**config.mk**
```make
export PLATFORM = sky130hd
export DESIGN_NAME = polynomial_encoder
export DESIGN_NICKNAME = d
export VERILOG_FILES = /design/src/rtl/polynomial_encoder.sv
export SDC_FILE = /design/constraint.sdc
export NUM_CORES = 1
export LEC_CHECK = 0
export ABC_AREA = 1
export CAP_MARGIN = 20
export CORE_MARGIN = 1.5
export CORE_UTILIZATION = 52
export CTS_CLUSTER_SIZE = 16
export DETAILED_ROUTE_END_ITERATION = 16
export GPL_ROUTABILITY_DRIVEN = 1
export PLACE_DENSITY = 0.76
export SLEW_MARGIN = 20
export SYNTH_ARGS = -nofsm -noshare
export SYNTH_HDL_FRONTEND = slang
export SYNTH_SLANG_ARGS = --single-unit
```
**constraint.sdc**
```tcl
create_clock -name clk -period 2.92 [get_ports clk]
set_input_delay 0.292 -clock clk [delete_from_list [all_inputs] [get_ports clk]]
set_output_delay 0.292 -clock clk [all_outputs]
set_load 0.005 [all_outputs]
```
**src/rtl/polynomial_encoder.sv**
```systemverilog
// NewHope-512 polynomial packer: 512 x 14-bit coefficients -> 896 little-endian bytes.
// Optional compile macro POLY_ENCODER_FREEZE_EN reduces each coefficient x < 2Q to x mod Q before packing.
module polynomial_encoder (
  input  logic        clk,
  input  logic        rst,
  input  logic        start,
  output logic        busy,
  output logic        done,
  output logic [8:0]  poly_addrb,
  input  logic [15:0] poly_dob,
  output logic        byte_we,
  output logic [9:0]  byte_addr,
  output logic [7:0]  byte_di
);

  typedef enum logic [3:0] {
    IDLE, PRIME, S0, S1, S2, S3, S4, S5, S6, FINAL
  } state_t;

  state_t            state_q, state_d;
  logic [6:0]        g_q, g_d;
  logic [8:0]        addrb_q, addrb_d;
  logic [9:0]        wr_cnt_q, wr_cnt_d;
  logic              we_q, we_d;
  logic [9:0]        baddr_q, baddr_d;
  logic [7:0]        bdi_q, bdi_d;
  logic              done_q, done_d;
  logic [3:0][13:0]  c_q, c_d;
  logic [3:0]        arrive;
  logic [7:0]        byte_val;
  logic              emit;

  logic [15:0] coef_full;
  logic [13:0] coef;
  logic        unused_coef_hi;

`ifdef POLY_ENCODER_FREEZE_EN
  localparam logic [15:0] Q = 16'd12289;
  assign coef_full = (poly_dob >= Q) ? (poly_dob - Q) : poly_dob;
`else
  assign coef_full = poly_dob;
`endif
  assign coef           = coef_full[13:0];
  assign unused_coef_hi = ^coef_full[15:14];

  // Hold registers keep each coefficient for the bytes formed after its arrival cycle.
  generate
    for (genvar gi = 0; gi < 4; gi++) begin : g_hold
      assign c_d[gi] = arrive[gi] ? coef : c_q[gi];
    end
  endgenerate

  always_comb begin
    state_d  = state_q;
    g_d      = g_q;
    addrb_d  = addrb_q;
    wr_cnt_d = wr_cnt_q;
    arrive   = 4'b0000;
    byte_val = 8'd0;
    emit     = 1'b0;
    done_d   = 1'b0;

    case (state_q)
      IDLE: begin
        if (start) begin
          state_d  = PRIME;
          g_d      = 7'd0;
          addrb_d  = 9'd0;
          wr_cnt_d = 10'd0;
        end
      end
      PRIME: begin
        state_d = S0;
        addrb_d = 9'd1;
      end
      S0: begin
        state_d   = S1;
        arrive[0] = 1'b1;
        byte_val  = coef[7:0];
        emit      = 1'b1;
      end
      S1: begin
        state_d   = S2;
        arrive[1] = 1'b1;
        byte_val  = {coef[1:0], c_q[0][13:8]};
        addrb_d   = {g_q, 2'b10};
        emit      = 1'b1;
      end
      S2: begin
        state_d  = S3;
        byte_val = c_q[1][9:2];
        emit     = 1'b1;
      end
      S3: begin
        state_d   = S4;
        arrive[2] = 1'b1;
        byte_val  = {coef[3:0], c_q[1][13:10]};
        addrb_d   = {g_q, 2'b11};
        emit      = 1'b1;
      end
      S4: begin
        state_d  = S5;
        byte_val = c_q[2][11:4];
        emit     = 1'b1;
      end
      S5: begin
        state_d   = S6;
        arrive[3] = 1'b1;
        byte_val  = {coef[5:0], c_q[2][13:12]};
        if (g_q != 7'd127) begin
          addrb_d = {g_q + 7'd1, 2'b00};
        end
        emit = 1'b1;
      end
      S6: begin
        byte_val = c_q[3][13:6];
        emit     = 1'b1;
        if (g_q == 7'd127) begin
          state_d = FINAL;
          addrb_d = 9'd0;
          done_d  = 1'b1;
        end else begin
          state_d = S0;
          g_d     = g_q + 7'd1;
          addrb_d = {g_q + 7'd1, 2'b01};
        end
      end
      FINAL: begin
        state_d = IDLE;
      end
      default: begin
        state_d = IDLE;
      end
    endcase

    // Byte bus idles at zero so downstream RAM sees clean data when not writing.
    we_d    = emit;
    baddr_d = emit ? wr_cnt_q : 10'd0;
    bdi_d   = emit ? byte_val : 8'd0;
    if (emit) begin
      wr_cnt_d = wr_cnt_q + 10'd1;
    end
  end

  always_ff @(posedge clk) begin
    if (rst) begin
      state_q  <= IDLE;
      g_q      <= 7'd0;
      addrb_q  <= 9'd0;
      wr_cnt_q <= 10'd0;
      we_q     <= 1'b0;
      baddr_q  <= 10'd0;
      bdi_q    <= 8'd0;
      done_q   <= 1'b0;
      c_q      <= '0;
    end else begin
      state_q  <= state_d;
      g_q      <= g_d;
      addrb_q  <= addrb_d;
      wr_cnt_q <= wr_cnt_d;
      we_q     <= we_d;
      baddr_q  <= baddr_d;
      bdi_q    <= bdi_d;
      done_q   <= done_d;
      c_q      <= c_d;
    end
  end

  assign busy       = (state_q != IDLE);
  assign done       = done_q;
  assign poly_addrb = addrb_q;
  assign byte_we    = we_q;
  assign byte_addr  = baddr_q;
  assign byte_di    = bdi_q;

endmodule

```
==> metrics.txt, run 1 <==
# TYPE chip_impl_metric gauge
chip_impl_info{name="run_status",value="completed"} 1
chip_impl_metric{name="detail_route.iter0.violations",unit=""} 309
chip_impl_metric{name="synth.distinct_cells",unit=""} 24
chip_impl_metric{name="post_synth_instance_area",unit="sq um"} 3690
chip_impl_metric{name="tightestPinTransition",unit="ns"} 0.651
chip_impl_metric{name="yosys_register_bits",unit=""} 86
chip_impl_metric{name="cts_resized",unit=""} 0
chip_impl_info{name="holdCritPathClass",value="flip-flop to flip-flop"} 1
chip_impl_metric{name="pwr_density_cell",unit="nW/um^2"} 525
chip_impl_metric{name="row_cnt",unit=""} 30
chip_impl_metric{name="firstDrtPassIters",unit=""} 5
chip_impl_metric{name="tns",unit="ns"} 0
chip_impl_metric{name="grt_first_pass_wirelength",unit="mm"} 14.9
chip_impl_metric{name="core-area",unit="sq um"} 6830
chip_impl_metric{name="postRouteAntennaNets",unit=""} 0
chip_impl_metric{name="synth_sequential_area_ratio",unit=""} 0.466
chip_impl_metric{name="timing.final.hold_violations",unit=""} 0
chip_impl_metric{name="grt_overflow_total",unit=""} 0
chip_impl_metric{name="cts_htree_levels",unit=""} 3
chip_impl_metric{name="r2r_cells",unit=""} 7
chip_impl_metric{name="skew",unit="ns"} 0.00912
chip_impl_metric{name="worst_ir_drop_vdd",unit="V"} 0.000263
chip_impl_metric{name="gp_routability_congestion",unit=""} 0.897
chip_impl_metric{name="max-slew-margin-rel",unit=""} 0.566
chip_impl_metric{name="port-buffer-count",unit=""} 46
chip_impl_metric{name="comb_power_share",unit=""} 0.111
chip_impl_metric{name="nNetsFinal",unit=""} 583
chip_impl_metric{name="clock_latency_on_the_worst_skew_pair",unit="ns"} 0.35
chip_impl_metric{name="fp.dieH",unit="um"} 87.3
chip_impl_metric{name="timing_max_transition_violations_final",unit=""} 0
chip_impl_metric{name="layoutNonFillerInstCount",unit=""} 663
chip_impl_metric{name="fraction_of_layout_instances_using_a_drive_strength_above_1",unit=""} 0.0670
chip_impl_metric{name="num_antenna_cells",unit=""} 0
chip_impl_metric{name="yosys_warnings",unit=""} 0
chip_impl_metric{name="antenna_found_initial",unit=""} 0
chip_impl_metric{name="synth_nets",unit=""} 539
chip_impl_metric{name="cts_num_sinks",unit=""} 86
chip_impl_info{name="reg2reg_from",value="state_q[2]"} 1
chip_impl_metric{name="cts_inserted_buffers",unit=""} 9
chip_impl_metric{name="largest_net_degree_at_the_start_of_global_routing",unit=""} 39
chip_impl_info{name="timing.hold.worst_endpoint",value="c_q[35]"} 1
chip_impl_metric{name="yosysTopAreaCellShare",unit=""} 0.466
chip_impl_metric{name="finish.utilization",unit=""} 0.647
chip_impl_metric{name="setup_slack_of_the_worst_register_to_register_path",unit="ns"} 0.90
chip_impl_metric{name="initial_cell_density_of_the_core",unit=""} 0.541
chip_impl_info{name="crit_type",value="flip-flop to flip-flop"} 1
chip_impl_metric{name="p_switching",unit="mW"} 0.609
chip_impl_metric{name="placement.cell_area",unit="sq um"} 4220
chip_impl_metric{name="worst-path-max-fanout",unit=""} 23
chip_impl_metric{name="number_of_setup_violations_in_the_final_report",unit=""} 0
chip_impl_metric{name="max_cap_viols",unit=""} 0
chip_impl_metric{name="vias",unit=""} 3448
chip_impl_metric{name="syn_avg_cell_area",unit="sq um"} 7.13
chip_impl_metric{name="async_reset_ff_frac",unit=""} 0
chip_impl_metric{name="hold_buffers",unit=""} 0
chip_impl_metric{name="required_time_of_the_critical_path",unit="ns"} 3.20
chip_impl_metric{name="clk_pin_slew_worst_paths",unit="ns"} 0.09
chip_impl_info{name="synth_top_flop_cell",value="sky130_fd_sc_hd__dfxtp_1"} 1
chip_impl_metric{name="dp_slack",unit="ns"} 0.942
chip_impl_metric{name="finish.instance_area",unit="sq um"} 4420
chip_impl_metric{name="post-place-cells",unit=""} 647
chip_impl_metric{name="grt_util_all_layers",unit=""} 0.250
chip_impl_metric{name="power.share.clock",unit=""} 0.362
chip_impl_metric{name="totalWireLength",unit="mm"} 8.64
chip_impl_metric{name="pwr-share-seq",unit=""} 0.527
chip_impl_metric{name="synthesis.instances",unit=""} 518
chip_impl_info{name="start_kind",value="flip-flop"} 1
chip_impl_info{name="cts_tree",value="built"} 1
chip_impl_metric{name="number_of_global_route_vias_before_repair",unit=""} 3248
chip_impl_metric{name="detail_route.vias_per_cell",unit=""} 5.20
chip_impl_metric{name="cts_max_path_buffers",unit=""} 2
chip_impl_info{name="cp_capture_type",value="flip-flop"} 1
chip_impl_info{name="r2r-end",value="byte_di[0]"} 1
chip_impl_metric{name="min_delay_path_depth",unit=""} 2
chip_impl_metric{name="cts_setup_buffers",unit=""} 0
chip_impl_metric{name="synth_edf_count",unit=""} 0
chip_impl_metric{name="power.switching_fraction",unit=""} 0.262
chip_impl_metric{name="setup_ws",unit="ns"} 0.897
chip_impl_info{name="cts-root-buf",value="sky130_fd_sc_hd__clkbuf_8"} 1
chip_impl_info{name="unrepaired_setup_endpoints_after_global_routing",value="false"} 1
chip_impl_metric{name="cell_internal_pwr",unit="mW"} 1.71
chip_impl_info{name="synth_top_cell_by_area",value="sky130_fd_sc_hd__dfxtp_1"} 1
chip_impl_metric{name="die-area",unit="sq um"} 7620
chip_impl_info{name="synthMostInstantiatedCell",value="sky130_fd_sc_hd__nand2_1"} 1
chip_impl_info{name="hold_path_startpoint",value="c_q[35]"} 1
chip_impl_metric{name="fin_crit_sh",unit=""} 0.693
chip_impl_metric{name="total_power",unit="mW"} 2.32
chip_impl_metric{name="max_freq",unit="GHz"} 0.494
chip_impl_metric{name="period_needed",unit="ns"} 2.02
chip_impl_metric{name="die_x",unit="um"} 87.3
chip_impl_metric{name="power_leakage",unit="nW"} 1.70
chip_impl_metric{name="worst_hold_slack",unit="ns"} 0.458
chip_impl_metric{name="io_pins",unit=""} 49
chip_impl_info{name="synth_area_leaders",value="sky130_fd_sc_hd__dfxtp_1 47%, sky130_fd_sc_hd__nand2_1 11%, sky130_fd_sc_hd__nor2_1 7.2%"} 1
chip_impl_metric{name="area.growth.synth_to_final",unit="%"} 19.7
chip_impl_metric{name="place_hpwl",unit="mm"} 5.97
chip_impl_metric{name="crit_arrival",unit="ns"} 2.30
chip_impl_metric{name="route.detailed.drc",unit=""} 0
chip_impl_metric{name="drt-wirelength-per-cell",unit="um"} 13.0
chip_impl_info{name="synth_common_cells",value="111 x sky130_fd_sc_hd__nand2_1, 86 x sky130_fd_sc_hd__dfxtp_1, 71 x sky130_fd_sc_hd__nor2_1, 59 x sky130_fd_sc_hd__inv_1, 49 x sky130_fd_sc_hd__a21oi_1"} 1
## power by group through the flow
| stage | clock [mW] | sequential [mW] | combinational (mW) |
|---|---|---|---|
| after floorplan | 0 | 1.25 | 0.175 |
| after global placement | 0 | 1.25 | 0.251 |
| after detailed placement | 0 | 1.25 | 0.254 |
| after CTS | 0.855 | 1.22 | 0.257 |
| after global routing | 0.915 | 1.23 | 0.293 |
| final | 0.841 | 1.22 | 0.257 |
## worst max-delay path, cell delays in order, from the launching register on
cell	delay (ns)
sky130_fd_sc_hd__dfxtp_1	0.35
sky130_fd_sc_hd__nor2_1	0.21
sky130_fd_sc_hd__nand2_1	0.33
sky130_fd_sc_hd__inv_1	0.60
sky130_fd_sc_hd__nand2_1	0.11
sky130_fd_sc_hd__nand2_1	0.11
sky130_fd_sc_hd__a21oi_1	0.04
sky130_fd_sc_hd__a21oi_1	0.19
## layer usage
metal	up-vias	wire (um)	GRT usage
met4	0	189	0.0996
met5	-	0	0
met3	17	551	0.0635
li1	1757	-	-
met2	118	4000	0.387
met1	1556	3900	0.334
## cells by family after synthesis
| group | Yosys count | share of synthesized area |
|---|---|---|
| buf+inv | 77 | 0.0843 |
| xor+xnor | 6 | 0.0142 |
| simple gates | 238 | 0.275 |
| compound gates | 109 | 0.153 |
| flops | 86 | 0.466 |
| fa+ha+maj | 2 | 0.00677 |
## flip-flops by register name, indices dropped and copies added, names as in the netlist
name,count
byte_we,1
done,1
g_q,7
c_q,36
poly_addrb,9
wr_cnt_q,10
byte_di,8
byte_addr,10
state_q,4
## layout by cell type, fill, tap and decap left out, types with 2 or more instances in the layout
cell / Yosys / final
sky130_fd_sc_hd__clkinvlp_4: 0 / 2
sky130_fd_sc_hd__nand3_1: 22 / 22
sky130_fd_sc_hd__xor2_1: 6 / 6
sky130_fd_sc_hd__inv_1: 59 / 59
sky130_fd_sc_hd__nor2_1: 71 / 71
sky130_fd_sc_hd__a21oi_1: 49 / 49
sky130_fd_sc_hd__nand4_1: 9 / 9
sky130_fd_sc_hd__buf_4: 1 / 5
sky130_fd_sc_hd__nand2_4: 2 / 2
sky130_fd_sc_hd__nor2_4: 2 / 2
sky130_fd_sc_hd__clkdlybuf4s50_1: 0 / 46
sky130_fd_sc_hd__o21ai_1: 2 / 2
sky130_fd_sc_hd__ha_1: 2 / 2
sky130_fd_sc_hd__nand2_1: 111 / 111
sky130_fd_sc_hd__nor3_1: 7 / 7
sky130_fd_sc_hd__nand2_2: 3 / 3
sky130_fd_sc_hd__o22ai_1: 11 / 11
sky130_fd_sc_hd__nor2_2: 11 / 11
sky130_fd_sc_hd__dfxtp_1: 86 / 86
sky130_fd_sc_hd__clkbuf_8: 0 / 10
sky130_fd_sc_hd__o21ai_0: 44 / 44
## final cells by class
cell class / instances / area, sq um
timing repair buffer: 51 / 498
tap: 96 / 120
multi-input combinational: 355 / 1660
inverter: 59 / 221
sequential: 86 / 1720
clock buffer: 11 / 141
clock inverter: 5 / 58.8
fill: 620 / 2410
## how the worst max path moves through the flow
stage	startpoint	end	slack, ns	cells after the start
floorplan	g_q[0]	g_q[0]	1.55	7
global placement	state_q[0]	wr_cnt_q[1]	0.95	10
detailed placement	state_q[0]	wr_cnt_q[1]	0.94	10
CTS	state_q[2]	wr_cnt_q[1]	0.93	9
global route	state_q[3]	byte_di[0]	0.67	7
finish	state_q[2]	byte_di[0]	0.90	7
Note: power is estimated with default switching activity, not from simulation.
==> inputs of run 2 (changes only) <==
--- a/config.mk
+++ b/config.mk
@@ -8,11 +8,11 @@
 export ABC_AREA = 1
 export CAP_MARGIN = 20
 export CORE_MARGIN = 1.5
-export CORE_UTILIZATION = 52
+export CORE_UTILIZATION = 49
 export CTS_CLUSTER_SIZE = 16
 export DETAILED_ROUTE_END_ITERATION = 16
 export GPL_ROUTABILITY_DRIVEN = 1
-export PLACE_DENSITY = 0.76
+export PLACE_DENSITY = 0.75
 export SLEW_MARGIN = 20
 export SYNTH_ARGS = -nofsm -noshare
 export SYNTH_HDL_FRONTEND = slang
==> constraint.sdc (replaced) <==
create_clock -name clk -period 1.7 [get_ports clk]
set_input_delay 0.17 -clock clk [delete_from_list [all_inputs] [get_ports clk]]
set_output_delay 0.17 -clock clk [all_outputs]
set_load 0.005 [all_outputs]
==> run 2 against run 1 <==
Net effect:
- total power increased by 75%
- critical endpoint is now busy
- highest routed layer unchanged
- critical path depth decreased by 4
- worst setup slack lost 0.80 ns
- clock-buffer cell count shrank 1
- critical path type is now flip-flop to output pin
- largest power group unchanged
- via count increased by 3.5%
- first-iteration DRC count is 37% lower
- die area grew 5.9%
- combinational power increased by 98%
- global-route usage decreased by 1.9 points
- clock skew is 0.00058 ns higher
- sequential power is 72% higher
==> metrics.txt, run 2 (same netlist as run 1, synthesis figures left out) <==
# TYPE chip_impl_metric gauge
chip_impl_info{name="most-common-layout-cells",value="109 x sky130_fd_sc_hd__nand2_1, 83 x sky130_fd_sc_hd__dfxtp_1, 66 x sky130_fd_sc_hd__nor2_1, 58 x sky130_fd_sc_hd__inv_1, 49 x sky130_fd_sc_hd__a21oi_1"} 1
chip_impl_metric{name="post-place-cells",unit=""} 666
chip_impl_info{name="cp_capture_type",value="output pin"} 1
chip_impl_metric{name="power_leakage",unit="nW"} 1.78
chip_impl_metric{name="num_antenna_cells",unit=""} 0
chip_impl_metric{name="fraction_of_layout_instances_using_a_drive_strength_above_1",unit=""} 0.118
chip_impl_metric{name="route.detailed.drc",unit=""} 0
chip_impl_info{name="timing.critical_path.cells",value="nor2_4, nand2_1, clkdlybuf4s50_1"} 1
chip_impl_metric{name="row_cnt",unit=""} 31
chip_impl_metric{name="drt-wirelength-per-cell",unit="um"} 13.3
chip_impl_info{name="endpoint",value="busy"} 1
chip_impl_metric{name="placement.cell_area",unit="sq um"} 4360
chip_impl_metric{name="timing.final.hold_violations",unit=""} 0
chip_impl_metric{name="largest_net_degree_at_the_start_of_global_routing",unit=""} 44
chip_impl_metric{name="path_buf_inv",unit=""} 1
chip_impl_metric{name="fp.dieH",unit="um"} 89.8
chip_impl_metric{name="grt_first_pass_wirelength",unit="mm"} 15.2
chip_impl_metric{name="antenna_found_initial",unit=""} 0
chip_impl_metric{name="grt_overflow_total",unit=""} 0
chip_impl_metric{name="cts_htree_levels",unit=""} 3
chip_impl_metric{name="firstDrtPassIters",unit=""} 6
chip_impl_metric{name="number_of_setup_violations_in_the_final_report",unit=""} 0
chip_impl_metric{name="skew",unit="ns"} 0.00970
chip_impl_metric{name="max_cap_viols",unit=""} 0
chip_impl_metric{name="timing.critical_path.slowest_cell_delay",unit="ns"} 0.45
chip_impl_metric{name="grt_util_all_layers",unit=""} 0.231
chip_impl_metric{name="tightestPinTransition",unit="ns"} 0.336
chip_impl_metric{name="required_time_of_the_critical_path",unit="ns"} 1.53
chip_impl_info{name="cts_tree",value="built"} 1
chip_impl_info{name="reg2reg_from",value="g_q[1]"} 1
chip_impl_metric{name="setup_slack_of_the_worst_register_to_register_path",unit="ns"} 0.11
chip_impl_metric{name="cts_num_sinks",unit=""} 86
chip_impl_metric{name="layoutNonFillerInstCount",unit=""} 684
chip_impl_metric{name="initial_cell_density_of_the_core",unit=""} 0.507
chip_impl_metric{name="core-area",unit="sq um"} 7290
chip_impl_info{name="critPathTopFamily",value="buffers and inverters"} 1
chip_impl_metric{name="pwr_density_cell",unit="nW/um^2"} 879
chip_impl_info{name="run_status",value="completed"} 1
chip_impl_metric{name="nNetsFinal",unit=""} 601
chip_impl_metric{name="die_x",unit="um"} 89.8
chip_impl_metric{name="r2r_cells",unit=""} 10
chip_impl_metric{name="postRouteAntennaNets",unit=""} 0
chip_impl_metric{name="finish.instance_area",unit="sq um"} 4620
chip_impl_info{name="r2r-end",value="state_q[1]"} 1
chip_impl_metric{name="crit_arrival",unit="ns"} 1.43
chip_impl_metric{name="max_freq",unit="GHz"} 0.624
chip_impl_metric{name="clk_pin_slew_worst_paths",unit="ns"} 0.09
chip_impl_metric{name="number_of_global_route_vias_before_repair",unit=""} 3415
chip_impl_info{name="start_kind",value="flip-flop"} 1
chip_impl_metric{name="io_pins",unit=""} 49
chip_impl_info{name="crit_type",value="flip-flop to output pin"} 1
chip_impl_metric{name="worst_ir_drop_vdd",unit="V"} 0.000427
chip_impl_metric{name="hold_buffers",unit=""} 0
chip_impl_info{name="slowest_stage",value="sky130_fd_sc_hd__clkdlybuf4s50_1"} 1
chip_impl_metric{name="cts_max_path_buffers",unit=""} 2
chip_impl_info{name="holdCritPathClass",value="flip-flop to flip-flop"} 1
chip_impl_metric{name="worstSetupPathDepth",unit=""} 3
chip_impl_metric{name="max-slew-margin-rel",unit=""} 0.776
chip_impl_metric{name="detail_route.vias_per_cell",unit=""} 5.21
chip_impl_metric{name="cts_inserted_buffers",unit=""} 9
chip_impl_metric{name="port-buffer-count",unit=""} 46
chip_impl_info{name="largest-register",value="c_q"} 1
chip_impl_metric{name="fin_crit_sh",unit=""} 0.943
chip_impl_metric{name="area.growth.synth_to_final",unit="%"} 24.9
chip_impl_metric{name="max_ffs_per_register",unit=""} 36
chip_impl_metric{name="total_power",unit="mW"} 4.06
chip_impl_metric{name="gp_routability_congestion",unit=""} 0.857
chip_impl_metric{name="worst_hold_slack",unit="ns"} 0.454
chip_impl_metric{name="place_hpwl",unit="mm"} 6.26
chip_impl_metric{name="totalWireLength",unit="mm"} 9.08
chip_impl_info{name="critPathLaunch",value="state_q[3]"} 1
chip_impl_info{name="commonest_non_fill_non_tap_cell_in_the_layout",value="sky130_fd_sc_hd__nand2_1"} 1
chip_impl_metric{name="detail_route.iter0.violations",unit=""} 194
chip_impl_metric{name="die-area",unit="sq um"} 8070
chip_impl_metric{name="clock_latency_on_the_worst_skew_pair",unit="ns"} 0.36
chip_impl_metric{name="timing_max_transition_violations_final",unit=""} 0
chip_impl_metric{name="period_needed",unit="ns"} 1.60
chip_impl_metric{name="worst-path-max-fanout",unit=""} 4
chip_impl_info{name="cts-root-buf",value="sky130_fd_sc_hd__clkbuf_8"} 1
chip_impl_metric{name="vias",unit=""} 3567
run 2: cell count changes in the layout (fill, tap and decap cells not counted), sizes merged:
| cell | before | now |
|---|---|---|
| buf | 5 | 23 |
| clkbuf | 11 | 10 |
| inv | 59 | 60 |
run 2: worst min-delay path: cells and delay by family, from the launching register on:
family / cells / cell delay [ns]
flip-flops: 1 / 0.30
buffers and inverters: 1 / 0.06
AO/OA/AOI/OAI: 1 / 0.06
run 2: worst min-delay path by stage:
| stage | endpoint | cells after the start | slack (ns) | startpoint |
|---|---|---|---|---|
| 3_3_place_gp | c_q[27] | 2 | 0.44 | c_q[27] |
| 3_5_place_dp | c_q[38] | 2 | 0.44 | c_q[38] |
| 5_1_grt | c_q[17] | 3 | 0.46 | poly_dob[3] |
| 4_1_cts | c_q[17] | 3 | 0.45 | poly_dob[3] |
| 2_1_floorplan | c_q[48] | 2 | 0.30 | poly_dob[6] |
| 6_report | c_q[34] | 2 | 0.45 | c_q[34] |
run 2: power breakdown:
part	leakage (nW)	internal (mW)	switching, mW
Combinational	0.985	0.194	0.315
Clock	0.0973	0.690	0.757
Sequential	0.696	2.07	0.0345
Total	1.78	2.95	1.11
run 2: per-layer routing:
| layer | wire length (um) | track usage | part of all wire | vias to the layer above |
|---|---|---|---|---|
| li1 | - | - | - | 1791 |
| met1 | 3950 | 0.277 | 0.44 | 1626 |
| met2 | 4440 | 0.399 | 0.49 | 128 |
| met3 | 511 | 0.0440 | 0.056 | 22 |
| met4 | 176 | 0.107 | 0.019 | 0 |
| met5 | 0 | 0 | 0 | - |
run 2: repair_timing:
item | CTS | global route
buffers inserted | 0 | 2
setup endpoints to repair | 1 | 26
resized for setup | 1 | 14
pin swaps | 0 | 1
run 2: final cells by class:
cell class / instances / area, sq um
Multi-Input combinational cell: 355 / 1700
Clock inverter: 6 / 68.8
Tap cell: 99 / 124
Inverter: 59 / 225
Sequential cell: 86 / 1730
Fill cell: 683 / 2680
Timing Repair Buffer: 69 / 646
Clock buffer: 10 / 128
run 2: metrics by stage:
stage          TNS (ns)  utilization  setup WS [ns]
6_report              0        0.633         0.0972
2_1_floorplan         0            -          0.328
3_3_place_gp          0        0.598          0.159
5_1_grt         -0.0209        0.633        -0.0209
4_1_cts               0        0.625         0.0388
3_5_place_dp          0        0.598         0.0855
==> inputs of run 3 (changes only) <==
--- a/config.mk
+++ b/config.mk
@@ -9,6 +9,7 @@
 export CAP_MARGIN = 20
 export CORE_MARGIN = 1.5
 export CORE_UTILIZATION = 49
+export CTS_BUF_LIST = sky130_fd_sc_hd__clkbuf_16
 export CTS_CLUSTER_SIZE = 16
 export DETAILED_ROUTE_END_ITERATION = 16
 export GPL_ROUTABILITY_DRIVEN = 1
==> run 3 against run 2 <==
Net effect:
- sequential share of layout area is 0.77 points lower
- cell area is 2.0% higher
- clock-buffer cell count down 1
- worst setup slack lost 0.033 ns
- clock skew down 0.0034 ns
- first-iteration DRC count up 11%
- die area stayed put
- total power up 13%
==> metrics.txt, run 3 (same netlist as run 1, synthesis figures left out) <==
# TYPE chip_impl_metric gauge
chip_impl_metric{name="grt_first_pass_wirelength",unit="mm"} 15.4
chip_impl_info{name="largest-register",value="c_q"} 1
chip_impl_info{name="unrepaired_setup_endpoints_after_global_routing",value="true"} 1
chip_impl_metric{name="power_leakage",unit="nW"} 1.83
chip_impl_metric{name="timing_max_transition_violations_final",unit=""} 0
chip_impl_info{name="timing.critical_path.cells",value="nor2_2, nand2_1, clkdlybuf4s50_1"} 1
chip_impl_metric{name="layoutNonFillerInstCount",unit=""} 684
chip_impl_info{name="cts_tree",value="built"} 1
chip_impl_metric{name="core-area",unit="sq um"} 7290
chip_impl_metric{name="initial_cell_density_of_the_core",unit=""} 0.507
chip_impl_metric{name="largest_net_degree_at_the_start_of_global_routing",unit=""} 44
chip_impl_metric{name="crit_arrival",unit="ns"} 1.47
chip_impl_metric{name="clock_latency_on_the_worst_skew_pair",unit="ns"} 0.34
chip_impl_info{name="reg2reg_from",value="state_q[2]"} 1
chip_impl_metric{name="fraction_of_layout_instances_using_a_drive_strength_above_1",unit=""} 0.111
chip_impl_metric{name="tightestPinTransition",unit="ns"} 0.324
chip_impl_metric{name="die_x",unit="um"} 89.8
chip_impl_metric{name="detail_route.vias_per_cell",unit=""} 5.25
chip_impl_metric{name="hold_buffers",unit=""} 0
chip_impl_info{name="r2r-end",value="poly_addrb[0]"} 1
chip_impl_metric{name="number_of_setup_violations_in_the_final_report",unit=""} 0
chip_impl_metric{name="detail_route.iter0.violations",unit=""} 215
chip_impl_metric{name="area.growth.synth_to_final",unit="%"} 27.4
chip_impl_metric{name="vias",unit=""} 3589
chip_impl_metric{name="period_needed",unit="ns"} 1.64
chip_impl_metric{name="setup_slack_of_the_worst_register_to_register_path",unit="ns"} 0.07
chip_impl_metric{name="num_antenna_cells",unit=""} 0
chip_impl_info{name="most-common-layout-cells",value="109 x sky130_fd_sc_hd__nand2_1, 85 x sky130_fd_sc_hd__dfxtp_1, 68 x sky130_fd_sc_hd__nor2_1, 59 x sky130_fd_sc_hd__inv_1, 48 x sky130_fd_sc_hd__a21oi_1"} 1
chip_impl_metric{name="max_ffs_per_register",unit=""} 36
chip_impl_metric{name="postRouteAntennaNets",unit=""} 0
chip_impl_metric{name="pwr_density_cell",unit="nW/um^2"} 972
chip_impl_metric{name="cts_htree_levels",unit=""} 3
chip_impl_info{name="cts-root-buf",value="sky130_fd_sc_hd__clkbuf_16"} 1
chip_impl_metric{name="firstDrtPassIters",unit=""} 5
chip_impl_metric{name="cts_max_path_buffers",unit=""} 2
chip_impl_metric{name="cts_num_sinks",unit=""} 86
chip_impl_metric{name="route.detailed.drc",unit=""} 0
chip_impl_info{name="hold_path_startpoint",value="c_q[34]"} 1
chip_impl_metric{name="fp.dieH",unit="um"} 89.8
chip_impl_metric{name="max_freq",unit="GHz"} 0.611
chip_impl_info{name="cp_capture_type",value="output pin"} 1
chip_impl_metric{name="antenna_found_initial",unit=""} 0
chip_impl_metric{name="grt_util_all_layers",unit=""} 0.233
chip_impl_metric{name="tns",unit="ns"} 0
chip_impl_metric{name="gp_routability_congestion",unit=""} 0.857
chip_impl_metric{name="worst-path-max-fanout",unit=""} 4
chip_impl_metric{name="r2r_cells",unit=""} 9
chip_impl_metric{name="path_buf_inv",unit=""} 1
chip_impl_metric{name="totalWireLength",unit="mm"} 9.12
chip_impl_info{name="critPathTopFamily",value="buffers and inverters"} 1
chip_impl_metric{name="row_cnt",unit=""} 31
chip_impl_metric{name="skew",unit="ns"} 0.00626
chip_impl_metric{name="required_time_of_the_critical_path",unit="ns"} 1.53
chip_impl_metric{name="port-buffer-count",unit=""} 46
chip_impl_info{name="crit_type",value="flip-flop to output pin"} 1
chip_impl_metric{name="post-place-cells",unit=""} 666
chip_impl_metric{name="max-slew-margin-rel",unit=""} 0.783
chip_impl_info{name="commonest_non_fill_non_tap_cell_in_the_layout",value="sky130_fd_sc_hd__nand2_1"} 1
chip_impl_info{name="holdCritPathClass",value="flip-flop to flip-flop"} 1
chip_impl_info{name="run_status",value="completed"} 1
chip_impl_metric{name="die-area",unit="sq um"} 8070
chip_impl_metric{name="timing.critical_path.slowest_cell_delay",unit="ns"} 0.46
chip_impl_info{name="start_kind",value="flip-flop"} 1
chip_impl_metric{name="clk_pin_slew_worst_paths",unit="ns"} 0.06
chip_impl_metric{name="place_hpwl",unit="mm"} 6.26
chip_impl_metric{name="cts_inserted_buffers",unit=""} 9
chip_impl_metric{name="drt-wirelength-per-cell",unit="um"} 13.3
chip_impl_metric{name="fin_crit_sh",unit=""} 0.962
chip_impl_metric{name="worst_ir_drop_vdd",unit="V"} 0.000582
chip_impl_info{name="slowest_stage",value="sky130_fd_sc_hd__clkdlybuf4s50_1"} 1
chip_impl_metric{name="max_cap_viols",unit=""} 0
chip_impl_metric{name="min_delay_path_depth",unit=""} 2
chip_impl_info{name="timing.hold.worst_endpoint",value="c_q[34]"} 1
chip_impl_metric{name="grt_overflow_total",unit=""} 0
chip_impl_metric{name="total_power",unit="mW"} 4.57
chip_impl_metric{name="nNetsFinal",unit=""} 601
chip_impl_metric{name="io_pins",unit=""} 49
chip_impl_metric{name="finish.utilization",unit=""} 0.645
chip_impl_metric{name="timing.final.hold_violations",unit=""} 0
chip_impl_metric{name="number_of_global_route_vias_before_repair",unit=""} 3400
==> run 3: changes by cell type in the layout (fill, tap and decap cells not counted), moves of 2 or more <==
cell,change
sky130_fd_sc_hd__nor2_1,+2
sky130_fd_sc_hd__clkbuf_16,+9
sky130_fd_sc_hd__dfxtp_2,-2
sky130_fd_sc_hd__clkbuf_8,-9
sky130_fd_sc_hd__dfxtp_1,+2
==> run 3: power by group <==
group | internal [mW] | switching (mW)
sequential | 2.07 | 0.0336
combinational | 0.194 | 0.318
clock | 1.14 | 0.813
total | 3.41 | 1.17
==> run 3: area by class of cell <==
class	count	area, sq um
Fill cell	662	2590
Sequential cell	86	1720
Multi-Input combinational cell	355	1690
Timing Repair Buffer	69	646
Clock buffer	9	225
Inverter	59	225
Tap cell	99	124
Clock inverter	7	72.6
==> run 3: worst reg2reg max path: stages, from the launching register on <==
cell	delay [ns]
sky130_fd_sc_hd__dfxtp_1	0.43
sky130_fd_sc_hd__inv_1	0.12
sky130_fd_sc_hd__nor2_2	0.15
sky130_fd_sc_hd__nand2_1	0.14
sky130_fd_sc_hd__nand2_1	0.25
sky130_fd_sc_hd__nor2_1	0.08
sky130_fd_sc_hd__nand2_1	0.08
sky130_fd_sc_hd__nand2_2	0.12
sky130_fd_sc_hd__nand2_1	0.09
sky130_fd_sc_hd__a21oi_1	0.06
==> run 3: metal layers <==
metal / track usage / wire length [um] / vias to the layer above
li1: - / - / 1793
met1: 0.289 / 4020 / 1675
met2: 0.402 / 4480 / 102
met3: 0.0347 / 432 / 19
met4: 0.101 / 183 / 0
met5: 0 / 0 / -
==> run 3: worst max path at each step <==
stage                           from  cells past startpoint             to  slack, ns
after floorplan               g_q[0]                      7         g_q[0]       0.33
after global placement    state_q[3]                      7         g_q[6]       0.16
final                     state_q[3]                      3           busy       0.06
after CTS                 state_q[3]                      3           busy       0.01
after global routing      state_q[2]                      9  poly_addrb[0]      -0.05
after detailed placement  state_q[3]                      7         g_q[1]       0.09
==> run 3: stage by stage <==
step / instance area [sq um] / setup slack [ns] / hold slack, ns
2_1_floorplan: 3690 / 0.328 / 0.305
3_3_place_gp: 4360 / 0.159 / 0.437
3_5_place_dp: 4360 / 0.0855 / 0.444
4_1_cts: 4660 / 0.0139 / 0.452
5_1_grt: 4710 / -0.0474 / 0.478
6_report: 4710 / 0.0645 / 0.450
==> run 3: timing repair <==
item | CTS | global route
endpoints found under the setup margin | 0 | 25
hold endpoints to repair | 0 | 0
resized for setup | 0 | 11
buffers inserted | 0 | 2
